[src/rtl/glitch_pulse_gen.sv]
`default_nettype none
// ============================================================================
// Module   : glitch_pulse_gen
// Purpose  : Timing engine behind the UART command handler. On a pulse_en or
//            reset_en strobe it snapshots the configuration, optionally holds
//            the target in reset, waits the programmed delay and then emits a
//            train of glitch pulses. All timing is in clk cycles.
// Ports    : clk, rst            - clock, synchronous active-high reset
//            delay_i             - cycles from trigger/reset release to pulse 1
//            width_i             - active cycles per pulse
//            num_pulses_i        - pulses in the train
//            pulse_spacing_i     - idle cycles between pulses
//            reset_length_i      - target reset hold time
//            pulse_en_i          - strobe: start the pulse train
//            reset_en_i          - strobe: reset target, then pulse train
//            glitch_o            - glitch output (registered)
//            target_rst_o        - reset to the target (registered)
//            busy_o              - sequence in progress
//            done_o              - one-cycle end-of-sequence strobe
// Revision : 1.0 - initial release
// ============================================================================
module glitch_pulse_gen #(
    parameter logic GLITCH_IDLE = 1'b0,
    parameter logic TRST_ACTIVE = 1'b1
) (
    input  logic        clk,
    input  logic        rst,
    input  logic [15:0] delay_i,
    input  logic [7:0]  width_i,
    input  logic [7:0]  num_pulses_i,
    input  logic [15:0] pulse_spacing_i,
    input  logic [15:0] reset_length_i,
    input  logic        pulse_en_i,
    input  logic        reset_en_i,
    output logic        glitch_o,
    output logic        target_rst_o,
    output logic        busy_o,
    output logic        done_o
);

    typedef enum logic [2:0] {
        S_IDLE     = 3'd0,
        S_RESET    = 3'd1,
        S_DELAY    = 3'd2,
        S_PULSE_HI = 3'd3,
        S_PULSE_LO = 3'd4,
        S_DONE     = 3'd5
    } state_t;

    state_t      r_state;

    // Configuration snapshot. The reset length is snapshotted straight into
    // the shared 16-bit timer, since it is only needed at acceptance.
    logic [15:0] r_delay;
    logic [7:0]  r_width;
    logic [7:0]  r_num;
    logic [15:0] r_spacing;

    // r_tmr serves reset length, delay and spacing (never two at once).
    logic [15:0] r_tmr;
    logic [7:0]  r_wcnt;
    logic [7:0]  r_pulses;

    logic        r_glitch;
    logic        r_trst;
    logic        r_busy;
    logic        r_done;

    // A reset strobe with zero length degenerates to the plain pulse path.
    logic        w_do_reset;
    assign w_do_reset = reset_en_i && (reset_length_i != 16'd0);

    // Launch of the delay/pulse phase happens either straight from IDLE (use
    // the live inputs, the snapshot is being written on the same edge) or at
    // the end of RESET (use the snapshot).
    logic        w_from_idle;
    logic [15:0] w_src_delay;
    logic [7:0]  w_src_width;
    logic [7:0]  w_src_num;

    assign w_from_idle = (r_state == S_IDLE);
    assign w_src_delay = w_from_idle ? delay_i      : r_delay;
    assign w_src_width = w_from_idle ? width_i      : r_width;
    assign w_src_num   = w_from_idle ? num_pulses_i : r_num;

    state_t      w_l_state;
    logic [15:0] w_l_tmr;
    logic [7:0]  w_l_wcnt;
    logic [7:0]  w_l_pulses;
    logic        w_l_glitch;
    logic        w_l_done;

    always_comb begin
        w_l_state  = S_DELAY;
        w_l_tmr    = w_src_delay - 16'd1;
        w_l_wcnt   = 8'd0;
        w_l_pulses = 8'd0;
        w_l_glitch = GLITCH_IDLE;
        w_l_done   = 1'b0;
        if (w_src_delay == 16'd0) begin
            w_l_tmr = 16'd0;
            if ((w_src_width == 8'd0) || (w_src_num == 8'd0)) begin
                // Empty train: finish immediately.
                w_l_state = S_DONE;
                w_l_done  = 1'b1;
            end else begin
                w_l_state  = S_PULSE_HI;
                w_l_wcnt   = w_src_width - 8'd1;
                w_l_pulses = w_src_num;
                w_l_glitch = ~GLITCH_IDLE;
            end
        end
    end

    always_ff @(posedge clk) begin
        if (rst) begin
            r_state   <= S_IDLE;
            r_delay   <= 16'd0;
            r_width   <= 8'd0;
            r_num     <= 8'd0;
            r_spacing <= 16'd0;
            r_tmr     <= 16'd0;
            r_wcnt    <= 8'd0;
            r_pulses  <= 8'd0;
            r_glitch  <= GLITCH_IDLE;
            r_trst    <= ~TRST_ACTIVE;
            r_busy    <= 1'b0;
            r_done    <= 1'b0;
        end else begin
            r_done <= 1'b0;
            case (r_state)
                S_IDLE: begin
                    if (pulse_en_i || reset_en_i) begin
                        r_delay   <= delay_i;
                        r_width   <= width_i;
                        r_num     <= num_pulses_i;
                        r_spacing <= pulse_spacing_i;
                        r_busy    <= 1'b1;
                        if (w_do_reset) begin
                            r_state <= S_RESET;
                            r_trst  <= TRST_ACTIVE;
                            r_tmr   <= reset_length_i - 16'd1;
                        end else begin
                            r_state  <= w_l_state;
                            r_tmr    <= w_l_tmr;
                            r_wcnt   <= w_l_wcnt;
                            r_pulses <= w_l_pulses;
                            r_glitch <= w_l_glitch;
                            r_done   <= w_l_done;
                        end
                    end
                end
                S_RESET: begin
                    if (r_tmr == 16'd0) begin
                        r_trst   <= ~TRST_ACTIVE;
                        r_state  <= w_l_state;
                        r_tmr    <= w_l_tmr;
                        r_wcnt   <= w_l_wcnt;
                        r_pulses <= w_l_pulses;
                        r_glitch <= w_l_glitch;
                        r_done   <= w_l_done;
                    end else begin
                        r_tmr <= r_tmr - 16'd1;
                    end
                end
                S_DELAY: begin
                    if (r_tmr == 16'd0) begin
                        if ((r_width == 8'd0) || (r_num == 8'd0)) begin
                            r_state <= S_DONE;
                            r_done  <= 1'b1;
                        end else begin
                            r_state  <= S_PULSE_HI;
                            r_wcnt   <= r_width - 8'd1;
                            r_pulses <= r_num;
                            r_glitch <= ~GLITCH_IDLE;
                        end
                    end else begin
                        r_tmr <= r_tmr - 16'd1;
                    end
                end
                S_PULSE_HI: begin
                    if (r_wcnt == 8'd0) begin
                        if (r_pulses != 8'd0) begin
                            r_pulses <= r_pulses - 8'd1;
                        end
                        if (r_pulses <= 8'd1) begin
                            r_state  <= S_DONE;
                            r_glitch <= GLITCH_IDLE;
                            r_done   <= 1'b1;
                        end else if (r_spacing == 16'd0) begin
                            // Zero spacing: pulses merge, output stays active.
                            r_wcnt <= r_width - 8'd1;
                        end else begin
                            r_state  <= S_PULSE_LO;
                            r_tmr    <= r_spacing - 16'd1;
                            r_glitch <= GLITCH_IDLE;
                        end
                    end else begin
                        r_wcnt <= r_wcnt - 8'd1;
                    end
                end
                S_PULSE_LO: begin
                    if (r_tmr == 16'd0) begin
                        r_state  <= S_PULSE_HI;
                        r_wcnt   <= r_width - 8'd1;
                        r_glitch <= ~GLITCH_IDLE;
                    end else begin
                        r_tmr <= r_tmr - 16'd1;
                    end
                end
                S_DONE: begin
                    r_state <= S_IDLE;
                    r_busy  <= 1'b0;
                end
                default: begin
                    r_state  <= S_IDLE;
                    r_glitch <= GLITCH_IDLE;
                    r_trst   <= ~TRST_ACTIVE;
                    r_busy   <= 1'b0;
                end
            endcase
        end
    end

    assign glitch_o     = r_glitch;
    assign target_rst_o = r_trst;
    assign busy_o       = r_busy;
    assign done_o       = r_done;

endmodule
`default_nettype wire

[config.mk]
export PLATFORM = sky130hd
export DESIGN_NAME = glitch_pulse_gen
export DESIGN_NICKNAME = d
export VERILOG_FILES = /design/src/rtl/glitch_pulse_gen.sv
export SDC_FILE = /design/constraint.sdc
export NUM_CORES = 1
export LEC_CHECK = 0
export BUFFER_PORTS_ARGS = -buffer_cell sky130_fd_sc_hd__buf_2
export CAP_MARGIN = 40
export CORE_MARGIN = 4
export CORE_UTILIZATION = 60
export CTS_CLUSTER_SIZE = 25
export DETAILED_ROUTE_END_ITERATION = 8
export GPL_ROUTABILITY_DRIVEN = 0
export PLACE_DENSITY_LB_ADDON = 0.25
export SLEW_MARGIN = 0
export SYNTH_ARGS = -nofsm -noshare
export SYNTH_HDL_FRONTEND = slang
export SYNTH_SLANG_ARGS = --single-unit
[constraint.sdc]
create_clock -name clk -period 5.1 [get_ports clk]
set_input_delay 0.255 -clock clk [delete_from_list [all_inputs] [get_ports clk]]
set_output_delay 0.255 -clock clk [all_outputs]
set_load 0.01 [all_outputs]
## Word-level counts from Yosys, hierarchy flattened

Cells that the tools add are included.

- Bits in registers: 87
- Logic and storage cells: 147

- Add/sub/neg operators: 8
- Magnitude comparators: 1
- Eq/ne operators: 20
- Mux-type cells: 74
- Bitwise gates (word level): 3
- Reductions and logical operators: 29

Operator list:

| operator | number |
|---|---|
| two-way mux 8 bit | 22 |
| two-way mux 16 bit | 9 |
| one-hot mux 16 bit (4 select lines) | 1 |
| subtractor 16 x 1 -> 16 bit (second input constant) | 4 |
| logical NOT 16 bit | 3 |
| logical NOT 8 bit | 5 |
| one-hot mux 8 bit (5 select lines) | 1 |
| two-way mux 3 bit | 11 |
| one-hot mux 8 bit (4 select lines) | 1 |
| subtractor 8 x 1 -> 8 bit (second input constant) | 4 |
| two-way mux 1 bit | 24 |
| inequality test 2 bit (second input constant) | 11 |
| AND reduction 9 bit | 2 |
| nonzero test 16 bit | 1 |
| one-hot mux 3 bit (5 select lines) | 1 |
| AND reduction 6 bit | 2 |
| inequality test 3 bit (second input constant) | 3 |
| less-or-equal comparator 8 x 1 -> 1 bit (second input constant) | 1 |
| AND reduction 8 bit | 1 |
| nonzero test 4 bit | 2 |
| nonzero test 8 bit | 1 |
| OR reduction 4 bit | 2 |
| equality test 3 x 2 -> 1 bit (second input constant) | 2 |
| equality test 3 bit (second input constant) | 2 |
| other kinds (14) | 19 |

## Logic depth before layout (Yosys ltp)

Gate-level depths: netlist of the first run.

- Depth after elaboration: 9
- Mapped depth: 14
- Depth with buffers taken out: 9

## Worst setup path before layout of the first run

Ideal clock, no wire load.

- Path kind: register -> register
- Start point: reg r_state[0]
- End point: reg r_wcnt[0]
- Library setup time: 0.086 ns
- Arrival time: 3.512 ns
- Data required time: 5.014 ns
- Slack: 1.502 ns
- Stages on the path, launching flop included: 14
- Path buffers: 4
- Clock period less this slack: 3.598 ns
- Cells stage by stage: dfxtp_1 -> buf_4 -> nor3_4 -> buf_2 -> buf_1 -> clkbuf_1 -> mux2i_1 -> ha_1 -> inv_1 -> a2111oi_4 -> nand2_2 -> a2111oi_4 -> a211oi_1 -> a211oi_1

- Word-level cells in the longest chain between the ends: 9
- Elaborated cells between the ends (all ways): 29

RTL lines:

| item | line | RTL |
|---|---|---|
| from (decl) | 50 | `state_t r_state;` |
| from (signal assigned) | 144 | `r_state <= w_l_state;` |
| from (signal assigned) | 156 | `r_state <= w_l_state;` |
| branches (longest 9 deep; another with subtractor 8 x 1 -> 8 bit) | - |  |
| to (signal assigned) | 146 | `r_wcnt <= w_l_wcnt;` |
| to (signal assigned) | 158 | `r_wcnt <= w_l_wcnt;` |
| to (signal assigned) | 173 | `r_wcnt <= r_width - 8'd1;` |
| to (decl) | 61 | `logic [7:0] r_wcnt;` |

Several ways; the timed one is not identified. The select of a mux whose other input is x is not followed.
A chain may end at the register's enable or synchronous reset.

## Worst setup path in the final report of the first run

- Start point: reg r_state[1]
- End point: reg r_wcnt[0]

The elaborated chain is that of the path after synthesis.

==> summary.txt, run 1 <==
Status
  • Status: finished clean

Placement
  • IO Port Bufs: 71
  • DP Wirelength: roughly 14000 um
  • Pre-CTS WS: roughly 1.7 ns
  • Placed Cells: between 1000 and 1500

Clock network
  • Root Buffer: clkbuf_8
  • CTS max path bufs: 2
  • TritonCTS Buffers: 9
  • Post-cts gate resize count: 0
  • CTS sink count: 87
  • TritonCTS clock tree: yes
  • Post-CTS Hold Buffers: 0
  • Postcts setup bufs: 0
  • CTS clock-pin slew for the worst setup and hold paths: 0.09 ns
  • H-Tree Depth: 3
  • Worst-Skew Late Latency: ~0.38 ns

Timing
  • RSZ-0062 raised after global routing: false
  • Min Tclk post-route: about 3.5 ns
  • Worst Setup Slack, final: about 1.6 ns
  • Setup violations, final: 0
  • Worst Max-Slew Pin Slew: 0.912 ns
  • Slew Limit Fails: 0
  • Final worst-path cycle share: 0.688
  • Setup TNS Final: 0 ns
  • FMAX: approximately 290 MHz
  • Final Hold Viols: 0
  • Worst clock skew: ~0.0074 ns
  • Rel. slew slack: 0.391

Yosys
  • Dominant cell type by area after synthesis: dfxtp_1
  • Main combinational cell family by area after synthesis: simple AND/OR/NAND/NOR gates
  • Post-Synthesis Cell Area: roughly 6500 sq um
  • Post-synth EDFFs: 0
  • Compound-Gate Fraction of Synth Area: 0.264
  • Synth Flop Type: dfxtp_1
  • Post-synthesis mux area share: 0.0399
  • Synthesized-area fraction occupied by adder cells: 0.0211
  • Netlist cell types: 74
  • Synth Area in Simple Gates: 0.273
  • Seq cells post-synth: 87
  • Top-area cell type share of the netlist area: 0.267
  • Mapped Nets: 984
  • FFs w/ async S/R, synth: 0
  • Warnings, synthesis: 0
  • Synth top area cells: dfxtp_1 (27%), nand2_1 (9.6%), a21oi_1 (7.7%), xnor2_1 (5.0%), nor2_1 (4.3%)
  • Syn Area/Cell: slightly above 7 sq um
  • XOR/XNOR share of the synthesized area: 0.0913
  • Sequential area share after synthesis: 0.267
  • Cells after Synth: about 910

GRT
  • Initial antenna violation count: 0
  • Vias in the first global route: about 6100
  • Total GRT Usage: 0.298
  • GRT Residual Overflow: 0
  • Pin count of the biggest net entering global routing: between 60 and 70
  • First-pass GRT wire length: slightly above 30000 um

Die
  • Full die area: about 13000 sq um
  • Die X: 112 um
  • Io pins: 72
  • Core area: 10500 sq um
  • Die Ht: ~110 um
  • Initial Util: 0.624
  • FP Rows: 37

Routing
  • DR pass1 iterations: 5
  • WL final: 19100 um
  • Residual DRC: 0
  • Routed vias: between 6000 and 7000
  • DR WL/cell: roughly 18 um
  • DR iter-0 viols: 705
  • Vias per cell: 6.40
  • Number of antenna-violating nets in the routed design: 0

Worst setup path
  • CP Class: reg2reg
  • Crit path capture type: flip-flop
  • Worst-path maximum fanout: 29
  • Critical path arrival: roughly 3.8 ns
  • WP data required: between 5 and 6 ns
  • Type of origin of the critical path: flip-flop

Final layout
  • Most frequent cells in the layout: nand2_1 (166), a21oi_1 (101), dfxtp_1 (87)
  • Antenna cells: 0
  • Cell Count, Final, Fillers Out: around 1100
  • Layout cells sized above 1: 0.131
  • Total Nets Final: ~1000
  • Commonest non-fill, non-tap cell in the layout: nand2_1
  • Area Overhead vs Synth: 10.0%

Power and ir drop
  • Logic pwr share: 0.654
  • PwrDens: between 700 and 800 nW/um^2
  • Worst IR Drop VDD: a little under 0.0004 V
  • Power Internal: around 0.0024 W
  • P_leak: between 2 and 3 nW
  • Clock power frac: 0.105
  • NetSw: 0.00263 W
  • Switching fraction of total power: 0.518
  • Sequential power share: 0.241

Hold path
  • Hold Path Class: in2reg

Flow run
  • MaxCap Viol Count: 0
## final cells by class
cell class / instances / area (sq um)
Timing Repair Buffer: 83 / 458
Clock buffer: 10 / 128
Tap cell: 136 / 170
Inverter: 22 / 82.6
Fill cell: 928 / 3280
Multi-Input combinational cell: 746 / 4510
Sequential cell: 87 / 1740
Clock inverter: 6 / 85.1
## power groups by stage
stage               clock, W  combinational [W]  sequential, W
floorplan                  0            0.00255        0.00113
global placement           0            0.00317        0.00122
detailed placement         0            0.00322        0.00122
global route        0.000567            0.00364        0.00126
finish              0.000531            0.00332        0.00122
CTS                 0.000537            0.00325        0.00121
## per-layer routing
layer	routed length (um)	GRT usage
met1	8790	0.441
met3	1980	0.0803
met2	7990	0.425
met5	0	0
met4	354	0.0785
## path summary, 6_finish.rpt
| check | slack (ns) | depth (start not counted) | end | startpoint |
|---|---|---|---|---|
| worst max register to register | 1.59 | 9 | r_wcnt[0] | r_state[1] |
| worst max-delay path | 1.59 | 9 | r_wcnt[0] | r_state[1] |
| worst min register to register | 0.46 | 2 | busy_o | busy_o |
| worst min-delay path | 0.10 | 3 | r_spacing[13] | pulse_spacing_i[13] |
## kinds of logic after synthesis
family | after synthesis
adder cells (fa/ha/maj) | 11
flip-flops | 87
AO/OA/AOI/OAI | 266
multiplexers | 25
buffers and inverters | 72
XOR/XNOR | 68
AND/OR/NAND/NOR | 376
## cells in the mapped netlist, drive strengths merged, types with 4 or more instances
cell,n
a221oi,4
xor2,31
a21o,5
and2,8
dfxtp,87
nand2,167
ha,11
mux2i,23
buf,14
or4,7
nand3,20
clkbuf,36
nor3,36
inv,22
a211oi,22
a21oi,101
o21ai,46
a2111oi,9
nand4,7
o31ai,9
a31oi,14
xnor2,37
o22ai,23
o211ai,8
nor2,76
nand2b,7
nor4,22
or3,8
## sequential cells by signal (all words and copies together) (netlist names), 3 cells and up
| name | cells |
|---|---|
| r_state | 3 |
| r_num | 8 |
| r_tmr | 16 |
| r_delay | 16 |
| r_width | 8 |
| r_pulses | 8 |
| r_wcnt | 8 |
| r_spacing | 16 |
## through the flow
stage	hold slack [ns]	utilization	area, sq um	power, W
5_1_grt	0.0982	0.686	7180	0.00546
3_5_place_dp	0.451	0.666	6970	0.00445
2_1_floorplan	0.391	-	6520	0.00368
3_3_place_gp	0.448	0.663	6940	0.00439
6_report	0.103	0.686	7180	0.00507
4_1_cts	0.0899	0.686	7180	0.00499
## critical path: stages, from the launching register on
cell       delay (ns)
dfxtp_1          0.93
nor3_4           0.12
mux2i_1          0.31
ha_1             0.29
inv_1            0.15
a2111oi_4        0.46
nand2_2          0.22
a2111oi_4        0.50
a211oi_1         0.20
a211oi_1         0.24
(Power assumes the default switching activity.)
==> run 2: changes to the inputs <==
- ABC_AREA: unset -> 1
- CORE_UTILIZATION: 60 -> 55
- clock period: 5.1 -> 3.2 ns (I/O delays scaled with it)
==> run 2 against run 1 <==
  * Clock skew grew 0.0030 ns
  * Critical path depth up 3
  * Utilization shrank 5.5 points
  * Flip-flop and latch count stayed put
  * Critical endpoint is now r_tmr[2]
==> summary.txt, run 2 <==
Status
  • Status: finished clean

Worst setup path
  • Crit path capture type: flip-flop
  • Type of origin of the critical path: flip-flop
  • WP data required: 3.43 ns (-1.97 ns)
  • Worst r2r src: r_state[0]
  • CP Cell Sequence: nor2_2, buf_4, nand3b_1, nand2_1, ha_1, nand3_1, nor2_1, nand3_2, nand2_1, o21ai_1, nor3_1, nor2_1
  • Crit-path max cell delay: 0.36 ns (-0.57 ns)
  • Critical Path Source: r_state[0]
  • Slowest CP cell: dfxtp_1
  • R2R Setup Slk: 0.55 ns (-1.04 ns)
  • Worst-path maximum fanout: 30 (+3.4%)
  • Setup crit end: r_tmr[2]
  • Critical path arrival: 2.88 ns (-0.93 ns)
  • Crit. path cell count: 12 (+3)
  • CP Class: reg2reg
  • Worst R2R Path Depth: 12 (+3)
  • WP buf/inv: 1 (unchanged)
  • RR Endpoint: r_tmr[2]
  • CP top delay family: simple AND/OR/NAND/NOR gates

GRT
  • First-pass GRT wire length: 32200 um (+3.6%)
  • Vias in the first global route: 6655 (+8.7%)
  • Total GRT Usage: 0.273 (-0.0248)
  • GRT Residual Overflow: 0 (unchanged)
  • Initial antenna violation count: 0 (unchanged)
  • Pin count of the biggest net entering global routing: 47 (-24%)

Routing
  • WL final: 19500 um (+2.1%)
  • Top Metal Used: met4
  • DR WL met3: 1290 um (-35%)
  • Number of antenna-violating nets in the routed design: 0 (unchanged)
  • DR WL/cell: 14.1 um (-20%)
  • Met1 wire length: 9320 um (+6.0%)
  • Vias per cell: 5.51 (-14%)
  • Routed vias: 7615 (+9.2%)
  • Routed met2 length: 8390 um (+5.0%)
  • Residual DRC: 0 (unchanged)
  • DR iter-0 viols: 750 (+6.4%)
  • DR pass1 iterations: 5 (unchanged)

Yosys
  • Seq cells post-synth: 87 (unchanged)
  • Synth top area cells: dfxtp_1 (25%), nand2_1 (14%), nor2_1 (10%), o21ai_0 (7.3%), inv_1 (6.2%)
  • Cells after Synth: 1156 (+28%)
  • Post-synth EDFFs: 0 (unchanged)
  • Netlist cell types: 38 (-49%)
  • Post-Synthesis Cell Area: 6840 sq um (+4.8%)
  • Sequential area share after synthesis: 0.255 (-0.0122)
  • Mapped Nets: 1235 (+26%)
  • Count leader, synth: nand2_1
  • Top-area cell type share of the netlist area: 0.255 (-0.0122)
  • Synth Flop Type: dfxtp_1
  • Warnings, synthesis: 0 (unchanged)
  • Synth top cells by count: nand2_1 (259), nor2_1 (186), inv_1 (113), o21ai_0 (100), dfxtp_1 (87)
  • Dominant cell type by area after synthesis: dfxtp_1
  • FFs w/ async S/R, synth: 0 (unchanged)
  • Syn Area/Cell: 5.91 sq um (-18%)

Clock network
  • CTS clock-pin slew for the worst setup and hold paths: 0.06 ns (-0.03 ns)
  • TritonCTS clock tree: yes
  • TritonCTS Buffers: 9 (unchanged)
  • Post-cts gate resize count: 0 (unchanged)
  • Worst-Skew Late Latency: 0.35 ns (-0.03 ns)
  • Root Buffer: clkbuf_16
  • Postcts setup bufs: 0 (unchanged)
  • CTS max path bufs: 2 (unchanged)
  • CTS sink count: 87 (unchanged)
  • H-Tree Depth: 3 (unchanged)
  • Post-CTS Hold Buffers: 0 (unchanged)

Final layout
  • Total Nets Final: 1289 (+25%)
  • Largest registers: r_delay x16, r_spacing x16, r_tmr x16
  • Area Overhead vs Synth: 11.7%
  • Antenna cells: 0 (unchanged)
  • Layout cells sized above 1: 0.108 (-0.0232)
  • Commonest non-fill, non-tap cell in the layout: nand2_1
  • Filler cells: 1242 (+34%)
  • Most frequent cells in the layout: nand2_1 (258), nor2_1 (186), inv_1 (113)
  • Layout Utilization: 0.631 (-0.0554)
  • Seq. cell area: 1740 sq um (unchanged)
  • Footprint of the multi-input gates: 4460 sq um (-1.2%)

Power and ir drop
  • Sequential power share: 0.245 (+0.004)
  • Logic pwr share: 0.603 (-0.051)
  • P_leak: 3.48 nW (+25%)
  • PwrDens: 968 nW/um^2 (+37%)
  • Worst IR Drop VDD: 0.000423 V (+8.2%)
  • NetSw: 0.00377 W (+44%)
  • Power Internal: 0.00363 W (+48%)
  • Clock power frac: 0.151 (+0.046)
  • Switching fraction of total power: 0.510 (-0.00791)

Die
  • Core area: 12100 sq um (+16%)
  • Io pins: 72 (unchanged)
  • Initial Util: 0.564 (-0.0591)
  • Die Ht: 119 um (+6.4%)
  • Full die area: 14300 sq um (+13%)
  • Die X: 119 um (+6.4%)
  • FP Rows: 40 (+8.1%)

Timing
  • Final worst-path cycle share: 0.828 (+0.140)
  • RSZ-0062 raised after global routing: false
  • Worst clock skew: 0.0103 ns (+0.00296 ns)
  • FMAX: 378 MHz (+32%)
  • Worst Max-Slew Pin Slew: 0.795 ns (-0.117 ns)
  • Slew Limit Fails: 0 (unchanged)
  • Setup TNS Final: 0 ns (unchanged)
  • Setup violations, final: 0 (unchanged)
  • Min Tclk post-route: 2.65 ns (-0.860 ns)
  • Rel. slew slack: 0.469 (+0.0782)
  • Final Hold Viols: 0 (unchanged)

Placement
  • IO Port Bufs: 71 (unchanged)
  • DP Wirelength: 15000 um (+6.5%)

Flow run
  • MaxCap Viol Count: 0 (unchanged)

Hold path
  • Hold Path Class: in2reg
## run 2: cell types whose count changed after synthesis, moves of 17 or more
cell      previous run  this run
nand3_1             18        81
mux2i_1             21         0
nand2_1            166       259
a21oi_1            101        84
nor2_1              75       186
xnor2_1             37        15
o21ai_0             43       100
inv_1               22       113
nor4_1              20         1
nand3b_1             2        21
## run 2: final cells by class
class | count | share of cell area
Clock inverter | 4 | 0.00917
Timing Repair Buffer | 83 | 0.0599
Multi-Input combinational cell | 905 | 0.584
Tap cell | 168 | 0.0275
Sequential cell | 87 | 0.228
Inverter | 124 | 0.0609
Clock buffer | 12 | 0.0310
## run 2: power groups by stage
stage,Clock [W],Combinational [W],Sequential (W)
floorplan,0,0.00341,0.00174
global placement,0,0.00431,0.00181
detailed placement,0,0.00435,0.00182
CTS,0.00113,0.00438,0.00180
global route,0.00118,0.00504,0.00187
finish,0.00112,0.00446,0.00181
## run 2: logic make-up after synthesis
family | Yosys count | synth area share
buf+inv | 164 | 0.0935
simple gates | 616 | 0.390
flops | 87 | 0.255
fa+ha+maj | 11 | 0.0201
xor+xnor | 47 | 0.0602
compound gates | 231 | 0.181
## run 2: layer usage
| layer | global-route usage | vias up |
|---|---|---|
| met2 | 0.410 | 259 |
| met1 | 0.390 | 3425 |
| met5 | 0 | - |
| met4 | 0.0938 | 0 |
| met3 | 0.0533 | 42 |
| li1 | - | 3889 |
## run 2: worst min path at each step
stage / startpoint / to / slack, ns / depth (start not counted)
finish: pulse_spacing_i[0] / r_spacing[0] / 0.09 / 3
floorplan: rst / r_wcnt[7] / 0.30 / 3
detailed placement: r_delay[0] / r_delay[0] / 0.45 / 2
CTS: delay_i[1] / r_delay[1] / 0.08 / 3
global placement: pulse_spacing_i[0] / r_spacing[0] / 0.44 / 3
global route: delay_i[1] / r_delay[1] / 0.09 / 3
## run 2: through the flow
stage / setup slack [ns] / hold WS [ns] / std cells / power (W) / area (sq um)
detailed placement: 0.616 / 0.449 / 1367 / 0.00617 / 7330
floorplan: 0.950 / 0.305 / 1156 / 0.00515 / 6840
global route: 0.340 / 0.0917 / 1383 / 0.00809 / 7640
CTS: 0.603 / 0.0836 / 1383 / 0.00732 / 7640
finish: 0.551 / 0.0940 / 1383 / 0.00740 / 7640
global placement: 0.669 / 0.437 / 1367 / 0.00612 / 7330
## run 2: tightest hold or removal path, stage by stage
cell	delay, ns
buf_2	0.07
o21ai_0	0.07
a21oi_1	0.10
